**src/rtl/uart_rx_oversample.sv**
```systemverilog
// uart_rx_oversample: 8N1 UART receiver with oversampled bit timing and valid/ready byte delivery
module uart_rx_oversample #(
  parameter int CLK_HZ     = 50_000_000,
  parameter int BAUD       = 115200,
  parameter int OVERSAMPLE = 16
) (
  input  logic       clk,
  input  logic       rst_n,
  input  logic       rx_in,
  output logic [7:0] rx_data,
  output logic       rx_valid,
  input  logic       rx_ready,
  output logic       frame_err,
  output logic       overrun,
  output logic       busy
);
  localparam int DIV = CLK_HZ / (BAUD * OVERSAMPLE);
  localparam int DW = DIV > 1 ? $clog2(DIV) : 1;
  localparam int SW = $clog2(OVERSAMPLE);
  localparam logic [DW-1:0] DIV_END = DW'(DIV - 1);
  localparam logic [SW-1:0] HALF = SW'(OVERSAMPLE / 2 - 1);
  localparam logic [SW-1:0] LAST = SW'(OVERSAMPLE - 1);
  typedef enum logic [2:0] {IDLE, START, DATA, STOP, WAIT_HI} state_t;
  state_t state, state_n;
  logic s1, s2, hist;
  logic [1:0] primed;
  logic [DW-1:0] div_cnt;
  logic [SW-1:0] cnt;
  logic [2:0] bit_idx;
  logic [7:0] shift;
  logic tick, start, half, full, deliver, stop_bad;
  assign tick = div_cnt == DIV_END;
  assign start = state == IDLE && hist && !s2;
  assign half = state == START && tick && cnt == HALF;
  assign full = (state == DATA || state == STOP) && tick && cnt == LAST;
  assign deliver = state == STOP && full && s2;
  assign stop_bad = state == STOP && full && !s2;
  assign busy = state != IDLE;
  // next-state: start detect, start-bit centre check, 8 data bits, stop check, wait for line high
  always_comb begin
    state_n = state;
    case (state)
      IDLE:    state_n = start ? START : IDLE;
      START:   state_n = half ? (s2 ? IDLE : DATA) : START;
      DATA:    state_n = full && bit_idx == 3'd7 ? STOP : DATA;
      STOP:    state_n = full ? (s2 ? IDLE : WAIT_HI) : STOP;
      WAIT_HI: state_n = s2 ? IDLE : WAIT_HI;
      default: state_n = IDLE;
    endcase
  end
  // state register
  always_ff @(posedge clk) begin
    if (!rst_n) state <= IDLE;
    else state <= state_n;
  end
  // synchroniser, baud timebase, bit sampling and output handshake
  always_ff @(posedge clk) begin
    if (!rst_n) begin
      s1 <= 1'b1;
      s2 <= 1'b1;
      hist <= 1'b0;
      primed <= 2'b00;
      div_cnt <= '0;
      cnt <= '0;
      bit_idx <= 3'd0;
      shift <= 8'h00;
      rx_data <= 8'h00;
      rx_valid <= 1'b0;
      frame_err <= 1'b0;
      overrun <= 1'b0;
    end else begin
      s1 <= rx_in;
      s2 <= s1;
      primed <= {primed[0], 1'b1};
      // history only trusts the synchroniser once its reset value has flushed out,
      // so a line already low at reset release never looks like a falling edge
      hist <= s2 & primed[1];
      div_cnt <= start || tick ? '0 : div_cnt + 1'b1;
      cnt <= state == IDLE || state == WAIT_HI || half || full ? '0 : cnt + SW'(tick);
      if (half) bit_idx <= 3'd0;
      else if (state == DATA && full) begin
        bit_idx <= bit_idx + 3'd1;
        shift <= {s2, shift[7:1]};
      end
      frame_err <= stop_bad;
      overrun <= deliver && rx_valid && !rx_ready;
      if (deliver && (!rx_valid || rx_ready)) begin
        rx_data <= shift;
        rx_valid <= 1'b1;
      end else if (rx_ready) rx_valid <= 1'b0;
    end
  end
endmodule

```
**config.mk**
```make
export PLATFORM = sky130hd
export DESIGN_NAME = uart_rx_oversample
export DESIGN_NICKNAME = d
export VERILOG_FILES = /design/src/rtl/uart_rx_oversample.sv
export SDC_FILE = /design/constraint.sdc
export NUM_CORES = 1
export LEC_CHECK = 0
export ABC_AREA = 1
export CAP_MARGIN = 10
export CORE_ASPECT_RATIO = 0.75
export CORE_MARGIN = 4
export CORE_UTILIZATION = 35
export CTS_CLUSTER_DIAMETER = 120
export DETAILED_ROUTE_END_ITERATION = 7
export PLACE_DENSITY = 0.62
export REMOVE_ABC_BUFFERS = 1
export SETUP_SLACK_MARGIN = 0.4
export SLEW_MARGIN = 20
export SYNTH_ARGS = -nofsm -noshare
export SYNTH_HDL_FRONTEND = slang
export SYNTH_SLANG_ARGS = --single-unit
```
**constraint.sdc**
```tcl
create_clock -name clk -period 1.68 [get_ports clk]
set_input_delay 0.252 -clock clk [delete_from_list [all_inputs] [get_ports clk]]
set_output_delay 0.252 -clock clk [all_outputs]
set_load 0.005 [all_outputs]
```
# Word-level counts from Yosys, hierarchy flattened
# Index checks and enable logic that the tools add are counted.
[totals]
ff_bits = 39
inputBits = 4
output_inout_bits = 12
[op_classes]
add_sub_neg = 3
n_eq_ne = 8
mux = 10
bitwise = 3
n_reduce_logical = 30
[op_table]
columns = ["op", "count"]
rows = [
  ["one-hot mux 3 bit (5 select lines)", 1],
  ["logical AND 1 bit", 14],
  ["equality test 3 x 2 -> 1 bit (second input constant)", 2],
  ["equality test 3 bit (second input constant)", 2],
  ["logical OR 1 bit", 6],
  ["2-to-1 mux 3 bit", 2],
  ["OR reduction 2 bit", 3],
  ["adder 5 x 1 -> 5 bit (second input constant)", 1],
  ["equality test 5 bit (second input constant)", 1],
  ["2-to-1 mux 1 bit", 5],
  ["adder 4 x 1 -> 4 bit", 1],
  ["equality test 4 x 3 -> 1 bit (second input constant)", 1],
  ["equality test 4 bit (second input constant)", 1],
  ["2-to-1 mux 2 bit", 2],
  ["adder 3 x 1 -> 3 bit (second input constant)", 1],
  ["equality test 3 x 1 -> 1 bit (second input constant)", 1],
  ["zero test 1 bit", 3],
  ["zero test 3 bit", 1],
  ["nonzero test 3 bit", 1],
  ["NOT 1 bit", 2],
  ["AND reduction 2 bit", 1],
  ["nonzero test 2 bit", 1],
  ["AND 1 bit", 1],
]

# Longest topological paths before layout
# Gate-level depths: netlist (run 1).
[depth]
word_depth = 8
ltp_mapped = 10
ltp_nobuf = 10

# Worst setup path after synthesis (run 1)
# OpenSTA, ideal clock, no wires.
[synth_timing]
path_type = "reg-to-reg"
start = "reg div_cnt[0]"
end = "reg cnt[2]"
setup_ns = 0.116
arrival_time_ns = 1.314
t_required_ns = 1.564
setup_slack_ns = 0.250
path_stages_with_launch = 9
synth_period_minus_slack_ns = 1.430
path_cell_list = "dfxtp_1 inv_1 ha_1 nand2_2 nor2_8 ha_1 ha_1 xnor2_1 nor2_1"
[synth_via]
elab_chain_len = 6
elab_cells_between_ends = 9
classes_between = "1 x add/sub; 1 x eq/ne; 7 x reduce/logical"
[synth_rtl]
columns = ["element", "line", "rtl"]
rows = [
  ["start: declaration", "27", "logic [DW-1:0] div_cnt;"],
  ["start signal: assignment", "78", "div_cnt <= start || tick ? '0 : div_cnt + 1'b1;"],
  ["equality test 5 bit *", "32", "assign tick = div_cnt == DIV_END;"],
  ["parallel branches: the longest is 5 deep, another holds adder 4 x 1 -> 4 bit", "--", ""],
  ["end signal: assignment", "79", "cnt <= state == IDLE || state == WAIT_HI || half || full ? '0 : cnt + SW'(tick);"],
  ["end: declaration", "28", "logic [SW-1:0] cnt;"],
]
# Every way passes the cells marked *.
# A chain may end at the register's enable or synchronous reset.

# Worst setup path after layout (run 1)
[layout_timing]
start = "reg div_cnt[0]"
end = "reg shift[7]"
[layout_via]
elab_chain_len = 5
elab_cells_between_ends = 8
classes_between = "1 x eq/ne; 1 x bitwise; 6 x reduce/logical"
[layout_rtl]
columns = ["element", "line", "rtl"]
rows = [
  ["equality test 5 bit *", "32", ""],
  ["logical AND 1 bit (on tied branches) (2 in series)", "35, 34", ""],
  ["logical AND 1 bit / NOT 1 bit (equally long branches)", "--", ""],
  ["AND reduction 2 bit (no source line) *", "--", ""],
  ["end signal: assignment", "83", "shift <= {s2, shift[7:1]};"],
  ["end: declaration", "30", "logic [7:0] shift;"],
]
# Every way passes the cells marked *; elsewhere a longest branch is shown, timed or not.

==> results of run 1 <==
## power by group through the flow
stage,combinational (uW),clock (uW),sequential [uW]
floorplan,28.4,0,966
global placement,61.5,0,964
detailed placement,62.1,0,964
CTS,74.5,618,944
global route,95.1,664,946
finish,85.8,610,944
## area by class of cell
type                    instances  area (um2)
repair buffers                 41         362
inverters                      47         188
multi-input cells             131         872
clock buffers                   7        76.3
well taps                      57        71.3
fillers                       426        2180
flip-flops and latches         39         791
clock inverters                 1        5.00
## synth_stat cells, types with 2 or more instances
library cell  number
o21ai_0           10
ha_1               6
nor2_1            30
or2_2              3
inv_2              3
nor2_8             2
nor2_2             2
nand2_1           34
inv_1             42
xor2_1             2
nand4_1           10
clkbuf_1           3
nand3_4            2
a21oi_1           12
clkinv_1           2
nor3_1             4
nand3_1            7
dfxtp_1           39
nand2_2            2
## layer usage
| metal | GRT usage, % | vias to the layer above | part of all wire (%) |
|---|---|---|---|
| met1 | 17.0 | 658 | 48 |
| li1 | - | 767 | - |
| met2 | 20.2 | 31 | 45 |
| met5 | 0 | - | 0 |
| met4 | 5.17 | 0 | 2.4 |
| met3 | 2.53 | 10 | 4.6 |
## timing repair
item,CTS,global route
hold endpoints to repair,0,0
resized for setup,41,43
setup endpoints to repair,40,34
pin swaps,20,12
buffers inserted,13,5
cloned,1,0
## kinds of logic after synthesis
group	share of synthesized area, %
AOI/OAI and AO/OA	7.90
xor gates and xnor gates	1.57
DFF	46.5
buffers and inverters	11.2
adders and majority gates	4.47
and+or+nand+nor	28.4
## flip-flops by register name, summed over array words and instances (netlist names), 2 cells and up
name,cells
bit_idx,3
div_cnt,5
cnt,4
state,3
rx_data,8
primed,2
shift,8
## through the flow
step                      hold slack (ns)  instances  cell area (um2)  total power, uW  util, %
final                               0.415        323             2360             1640     52.0
after global routing                0.439        323             2360             1710     52.0
after floorplan                     0.280        216             1670              995        -
after CTS                           0.415        318             2220             1640     48.8
after detailed placement            0.398        296             1950             1030     42.9
after global placement              0.397        296             1950             1030     42.9
## cell usage in the layout, fill, tap and decap left out, types with 6 or more instances in the layout
cell type and n:
a21oi_1 7, buf_4 19, buf_6 6, dfxtp_1 33, dlygate4sd2_1 11, inv_1 35, inv_2 8, nand2_1 30
nand4_1 10, nor2_1 27
## final timing paths
| path | slack [ns] | cells after the start | endpoint |
|---|---|---|---|
| max | 0.19 | 10 | shift[7] |
| max reg2reg | 0.19 | 10 | shift[7] |
| min reg2reg | 0.41 | 2 | primed[1] |
| min | 0.41 | 2 | primed[1] |
## worst reg2reg max path, delay by kind of cell, from the launching register on
kind	cells	cell delay [ns]
AND/OR/NAND/NOR	4	0.47
buffers and inverters	3	0.36
flip-flops	1	0.33
AO/OA/AOI/OAI	2	0.14
adder cells (fa/ha/maj)	1	0.13
==> metrics.md, run 1 <==
| Metric | Value |
|---|---|
| Final Hold Viols | `0` |
| Status | `finished clean` |
| # rows | `21` |
| Worst slew pin tran | `0.280 ns` |
| Max-Cap Viols | `0` |
| Combinational share of power | `5.2%` |
| Start point of the worst hold path | `primed[0]` |
| Yosys top cell area share | `46.5%` |
| Max-slew headroom | `81.2%` |
| Synth Flop Type | `dfxtp_1` |
| Peak VDD IR | `504 uV` |
| Root Driver | `clkbuf_8` |
| CTS buffer count | `5` |
| Post-Synthesis Cells | `219` |
| Drt pass-1 iters | `4` |
| Critical setup path kind | `reg -> reg` |
| Sw frac | `22.8%` |
| Clock sink count | `39` |
| Clock transition at the registers of the reported paths | `0.07 ns` |
| Initial antenna violation count | `0` |
| Synth area leader | `dfxtp_1` |
| Max Freq | `670 MHz` |
| Mapped cell area | `1680 um2` |
| Global-route wire length before repair | `5.94 mm` |
| RSZ-0062 raised after global routing | `true` |
| Crit-path max FO | `5` |
| Antenna Violating Nets Remaining | `0` |
| GR Util All Layers | `12.7%` |
| Crit path cell chain | `inv_2 > ha_4 > nand2_4 > nor2_8 > nand3_4 > buf_6 > nor2_4 > buf_4 > o21ai_2 > a21oi_2` |
| Vias in the first global route | `1345` |
| Minimum clock period | `1.49 ns` |
| Slowest-stage cell, CP | `dfxtp_2` |
| Setup TNS | `0 ns` |
| EDFF count, synth | `0` |
| DRT iter0 DRCs | `82` |
| Worst min path class | `reg -> reg` |
| Placer congestion estimate | `0.731` |
| Core area | `4550 um2` |
| Area growth, synth to finish | `40.8%` |
| Nets | `275` |
| CP top delay family | `simple AND/OR/NAND/NOR gates` |
| Final setup violation count | `0` |
| Layout cell share with drive strength beyond 1 | `33.1%` |
| CP peak stage delay | `0.33 ns` |
| Chip width | `88.0 um` |
| Buf/Inv on CP | `3` |
| Power density over the cells | `694 nW/um2` |
| Hold buffer count at CTS | `0` |
| Tcrit/Tclk final | `88.8%` |
| Req. time, crit path | `1.91 ns` |
| Chip height | `68.0 um` |
| Detail Placement HPWL | `2.20 mm` |
| Avg WL per Cell | `11.6 um` |
| Worst R2R Start | `div_cnt[0]` |
| Count of cell types in the netlist | `23` |
| Register area share after synthesis | `46.5%` |
| CTS H-Tree Depth | `2` |
| Clock insertion delay at the later pin of the skew report | `0.29 ns` |
| Synthesized flop and latch total | `39` |
| IO Port Bufs | `15` |
| CTS tree | `yes` |
| Ant diodes | `0` |
| P_int | `1270 uW` |
| WL final | `3.74 mm` |
| Setup ws final | `0.188 ns` |
| Critical path arrival | `1.72 ns` |
| Slew Viols, Final | `0` |
| Avg Inst Size Synth | `7.67 um2` |
| Crit start category | `flip-flop` |
| Leak pwr | `0.00107 uW` |
| IO Pins | `16` |
| Initial Util | `36.9%` |
| Net Sw Power | `374 uW` |
| Asr flop ratio synth | `0%` |
| Top post-synthesis cells by area | `dfxtp_1 (46%), inv_1 (9.4%), nand2_1 (7.6%)` |
| Vias/cell | `4.54` |
| Total number of vias | `1466` |
| Yosys warns | `0` |
| Worst setup path start | `div_cnt[0]` |
| Clock power frac | `37.2%` |
| Largest net degree at the start of global routing | `14` |
| Drt drc | `0` |
| Dpl ws | `0.0692 ns` |
| Crit end category | `flip-flop` |
| Clock buffer depth | `2` |
| GRT Residual Overflow | `0` |
| Die area | `5980 um2` |
| Sequential Power Share | `57.6%` |
| Clk_skew | `0.00228 ns` |
No activity file was read; power rests on OpenSTA's default activity.
==> run 2, diff against run 1 <==
clock period = 1.65 ns   (was 1.68 ns; I/O delays follow)
==> metrics.md, run 2 (synthesized netlist as in run 1, its figures left out) <==
| Metric | Value |
|---|---|
| Largest registers | `rx_data: 8 flops, shift: 8 flops, div_cnt: 5 flops` |
| Final setup violation count | `0` |
| Placer congestion estimate | `0.731` |
| Avg WL per Cell | `11.3 um` |
| Dpl cells | `297` |
| Clock sink count | `39` |
| CTS H-Tree Depth | `2` |
| Area growth, synth to finish | `39.2%` |
| Crit start category | `flip-flop` |
| Layout cell share with drive strength beyond 1 | `30.0%` |
| IO Port Bufs | `15` |
| Root Driver | `clkbuf_8` |
| Clock buffer depth | `2` |
| Nets | `273` |
| Setup TNS | `0 ns` |
| Max-slew headroom | `79.9%` |
| Placement Cell Area | `1960 um2` |
| Req. time, crit path | `1.87 ns` |
| Slew Viols, Final | `0` |
| Minimum clock period | `1.49 ns` |
| Worst slew pin tran | `0.299 ns` |
| Clk_skew | `0.00632 ns` |
| Design Area, Final | `2340 um2` |
| Crit-path max FO | `5` |
| Final Hold Viols | `0` |
| Clock transition at the registers of the reported paths | `0.08 ns` |
| Worst R2R Setup Slack | `0.16 ns` |
| WL final | `3.63 mm` |
| Global-route wire length before repair | `5.84 mm` |
| Fillers | `435` |
| Drt pass-1 iters | `4` |
| Initial Util | `36.9%` |
| Chip width | `88.0 um` |
| Clock insertion delay at the later pin of the skew report | `0.29 ns` |
| DRT iter0 DRCs | `68` |
| Ant diodes | `0` |
| Antenna Violating Nets Remaining | `0` |
| Fin cells | `320` |
| GRT Residual Overflow | `0` |
| Crit end category | `flip-flop` |
| Leak pwr | `0.00108 uW` |
| Critical setup path kind | `reg -> reg` |
| CTS buffer count | `5` |
| Max Freq | `673 MHz` |
| RSZ-0062 raised after global routing | `true` |
| GR Util All Layers | `12.7%` |
| Total number of vias | `1470` |
| Initial antenna violation count | `0` |
| Vias in the first global route | `1352` |
| CTS tree | `yes` |
| Die area | `5980 um2` |
| Drt drc | `0` |
| Status | `finished clean` |
| Max-Cap Viols | `0` |
| Peak VDD IR | `354 uV` |
| Multi-input gate area | `853 um2` |
| Worst min path class | `in -> reg` |
| # rows | `21` |
| Detail Placement HPWL | `2.20 mm` |
| Largest net degree at the start of global routing | `14` |
| IO Pins | `16` |
| Commonest non-fill, non-tap cell in the layout | `inv_1` |
| Power density over the cells | `728 nW/um2` |
| Core area | `4550 um2` |
| Critical path arrival | `1.71 ns` |
| Tcrit/Tclk final | `90.1%` |
| Commonest non-fill, non-tap cells in the layout | `inv_1 (37), dfxtp_1 (35), nand2_1 (29), nor2_1 (27), buf_4 (19)` |
| Hold buffer count at CTS | `0` |
| Vias/cell | `4.59` |
| Storage cell area | `786 um2` |
| Chip height | `68.0 um` |
## run 2: cell types whose count changed in the layout (fill, tap and decap cells not counted), moves of 3 or more
cell,previous run,this run
o21ai_1,4,8
buf_6,6,3
nand3_1,3,6
o21ai_2,5,2
## run 2: area by class of cell
type,count,share of cell area (%)
clock buffers,6,3.53
flip-flops and latches,39,33.6
inverters,47,7.92
multi-input cells,131,36.5
well taps,57,3.05
repair buffers,39,15.1
clock inverters,1,0.214
## run 2: metal layers
| layer | track usage [%] | part of all wire (%) | vias up |
|---|---|---|---|
| li1 | - | - | 764 |
| met1 | 15.6 | 50 | 680 |
| met2 | 21.1 | 45 | 18 |
| met3 | 2.53 | 3.4 | 8 |
| met4 | 6.32 | 2.1 | 0 |
| met5 | 0 | 0 | - |
## run 2: through the flow
| step | power, uW | setup slack [ns] | utilization, % | hold WS (ns) |
|---|---|---|---|---|
| floorplan | 1010 | 0.220 | - | 0.275 |
| global placement | 1040 | 0.0612 | 43.0 | 0.397 |
| detailed placement | 1040 | 0.0396 | 43.0 | 0.401 |
| CTS | 1700 | 0.192 | 47.9 | 0.417 |
| global route | 1770 | 0.0845 | 51.4 | 0.340 |
| finish | 1700 | 0.164 | 51.4 | 0.328 |
## run 2: report_power, final
group | leakage, uW | internal, uW | switching, uW
registers | 0.000317 | 954 | 8.47
clock network | 0.0000470 | 328 | 329
logic | 0.000719 | 37.6 | 43.6
total | 0.00108 | 1320 | 381
## run 2: worst max-delay path: stages, from the launching register on
cell and delay (ns):
dfxtp_2 0.37, ha_4 0.14, nand2_4 0.06, nor2_8 0.13, buf_4 0.14, nand4_1 0.14
buf_4 0.19, nor2_4 0.08, nor2_1 0.05, nor2_1 0.11
## run 2: worst paths after layout
path	from	endpoint	depth (start not counted)
min	rst_n	rx_data[6]	3
min reg2reg	s1	s2	1
max reg2reg	div_cnt[1]	state[0]	9
max	div_cnt[1]	state[0]	9
## run 2: what timing repair did
item	in CTS	in global routing
hold endpoints to repair	0	0
cloned	1	0
endpoints found under the setup margin	40	38
pin swaps	20	6
gates resized for setup	38	33
setup buffers	8	7
==> run 3, diff against run 2 <==
clock period = 1.4 ns   (was 1.65 ns; I/O delays follow)
==> metrics.md, run 3 (synthesized netlist as in run 1, its figures left out) <==
| Metric | Value |
|---|---|
| Max-slew headroom | `81.4%` |
| GR Util All Layers | `13.8%` |
| Worst R2R Start | `div_cnt[0]` |
| Root Driver | `clkbuf_8` |
| Combinational share of power | `6.2%` |
| Chip width | `88.0 um` |
| Req. time, crit path | `1.59 ns` |
| Total number of vias | `1511` |
| Clock buffer depth | `2` |
| Worst Hold Path Cells | `1` |
| R2R cell count | `10` |
| Clock transition at the registers of the reported paths | `0.07 ns` |
| RSZ-0062 raised after global routing | `true` |
| CTS tree | `yes` |
| Start point of the worst hold path | `s1` |
| Net Sw Power | `438 uW` |
| GRT Residual Overflow | `0` |
| Vias in the first global route | `1362` |
| Area growth, synth to finish | `42.4%` |
| CTS H-Tree Depth | `2` |
| WL final | `3.76 mm` |
| Setup TNS | `0 ns` |
| Slew Viols, Final | `0` |
| Nets | `283` |
| IO Pins | `16` |
| Max-Cap Viols | `0` |
| # rows | `21` |
| Hold slack | `0.413 ns` |
| Placer congestion estimate | `0.772` |
| P_int | `1520 uW` |
| Initial antenna violation count | `0` |
| Largest net degree at the start of global routing | `15` |
| Clock insertion delay at the later pin of the skew report | `0.29 ns` |
| CTS buffer count | `5` |
| Critical path arrival | `1.59 ns` |
| DRT iter0 DRCs | `93` |
| Global-route wire length before repair | `6.32 mm` |
| Detail Placement HPWL | `2.47 mm` |
| Final Hold Viols | `0` |
| Crit end category | `flip-flop` |
| R2r endpoint | `rx_data[5]` |
| Antenna Violating Nets Remaining | `0` |
| IO Port Bufs | `15` |
| Total power | `1950 uW` |
| Core area | `4550 um2` |
| Chip height | `68.0 um` |
| Vias/cell | `4.59` |
| Worst slew pin tran | `0.277 ns` |
| Crit start category | `flip-flop` |
| Drt pass-1 iters | `4` |
| Crit-path max FO | `5` |
| Minimum clock period | `1.39 ns` |
| Status | `finished clean` |
| Drt drc | `0` |
| Layout cell share with drive strength beyond 1 | `41.9%` |
| Sw frac | `22.4%` |
| Dpl cells | `309` |
| Power density over the cells | `817 nW/um2` |
| Commonest non-fill, non-tap cell in the layout | `inv_1` |
| Sequential Power Share | `58.0%` |
| Avg WL per Cell | `11.4 um` |
| Leak pwr | `0.00110 uW` |
| Clk_skew | `0.00558 ns` |
| Critical setup path kind | `reg -> reg` |
| Clock sink count | `39` |
| Worst min path class | `reg -> reg` |
| Commonest non-fill, non-tap cells in the layout | `inv_1 (36), nand2_1 (27), buf_4 (26), dfxtp_1 (25), nor2_1 (24)` |
| Die area | `5980 um2` |
| Clock power frac | `35.8%` |
| Max Freq | `717 MHz` |
| Final setup violation count | `0` |
| Largest registers | `rx_data: 8 flops, shift: 8 flops, div_cnt: 5 flops` |
| Peak VDD IR | `522 uV` |
| Fin cells | `329` |
| Ant diodes | `0` |
| Hold EP | `s2` |
| Worst R2R Setup Slack | `0.005 ns` |
| Tcrit/Tclk final | `99.6%` |
| Initial Util | `36.9%` |
| Utilization after layout | `52.6%` |
==> run 3: cell count changes in the layout (fill, tap and decap cells not counted), moves of 8 or more <==
cell	previous run	this run
dfxtp_2	4	14
buf_2	0	10
o21ai_1	8	0
o21ai_0	0	8
dlygate4sd2_1	10	1
dfxtp_1	35	25
==> run 3: repair_timing <==
| action | in CTS | in global routing |
|---|---|---|
| pin swaps | 24 | 8 |
| setup endpoints to repair | 49 | 38 |
| hold buffers | 0 | 0 |
| gates resized for setup | 95 | 23 |
| buffers inserted | 12 | 2 |
==> run 3: worst max path at each step <==
stage / startpoint / to / slack, ns / depth (start not counted)
6_report: div_cnt[0] / rx_data[5] / 0.005 / 10
5_1_grt: div_cnt[0] / rx_data[7] / -0.13 / 10
4_1_cts: div_cnt[0] / rx_data[0] / -0.006 / 10
3_5_place_dp: div_cnt[0] / rx_data[3] / -0.11 / 10
3_3_place_gp: rst_n / div_cnt[2] / -0.04 / 5
2_1_floorplan: div_cnt[0] / cnt[2] / -0.03 / 8
==> run 3: area by class of cell <==
class,count,area (um2)
fillers,423,2150
multi-input cells,130,876
flip-flops and latches,39,798
repair buffers,50,393
inverters,47,180
clock buffers,6,72.6
well taps,57,71.3
==> run 3: through the flow <==
stage                     instance area, um2  setup WS [ns]
after floorplan                         1670        -0.0300
after global routing                    2390         -0.131
after CTS                               2330       -0.00616
after global placement                  2050        -0.0446
after detailed placement                2050         -0.106
final                                   2390        0.00531
==> run 3: worst max-delay path, stage by stage, from the launching register on <==
cell	delay, ns
dfxtp_2	0.32
inv_2	0.05
ha_4	0.12
nand2_4	0.06
nor2_8	0.13
nand3_4	0.13
nor2_8	0.15
buf_4	0.15
nand4_1	0.07
nand2_1	0.07
nor2_1	0.04
==> run 3: power by group through the flow <==
| stage | Combinational, uW | Sequential [uW] | Clock, uW |
|---|---|---|---|
| 3_5_place_dp | 86.7 | 1160 | 0 |
| 4_1_cts | 112 | 1130 | 708 |
| 2_1_floorplan | 34.0 | 1160 | 0 |
| 3_3_place_gp | 85.9 | 1160 | 0 |
| 6_report | 121 | 1130 | 700 |
| 5_1_grt | 133 | 1130 | 761 |
==> run 3: per-layer routing <==
| layer | part of all wire, % | up-vias | track usage (%) |
|---|---|---|---|
| li1 | - | 788 | - |
| met2 | 44 | 30 | 20.7 |
| met1 | 49 | 685 | 18.8 |
| met5 | 0 | - | 0 |
| met4 | 1.8 | 0 | 5.75 |
| met3 | 5.1 | 8 | 3.61 |
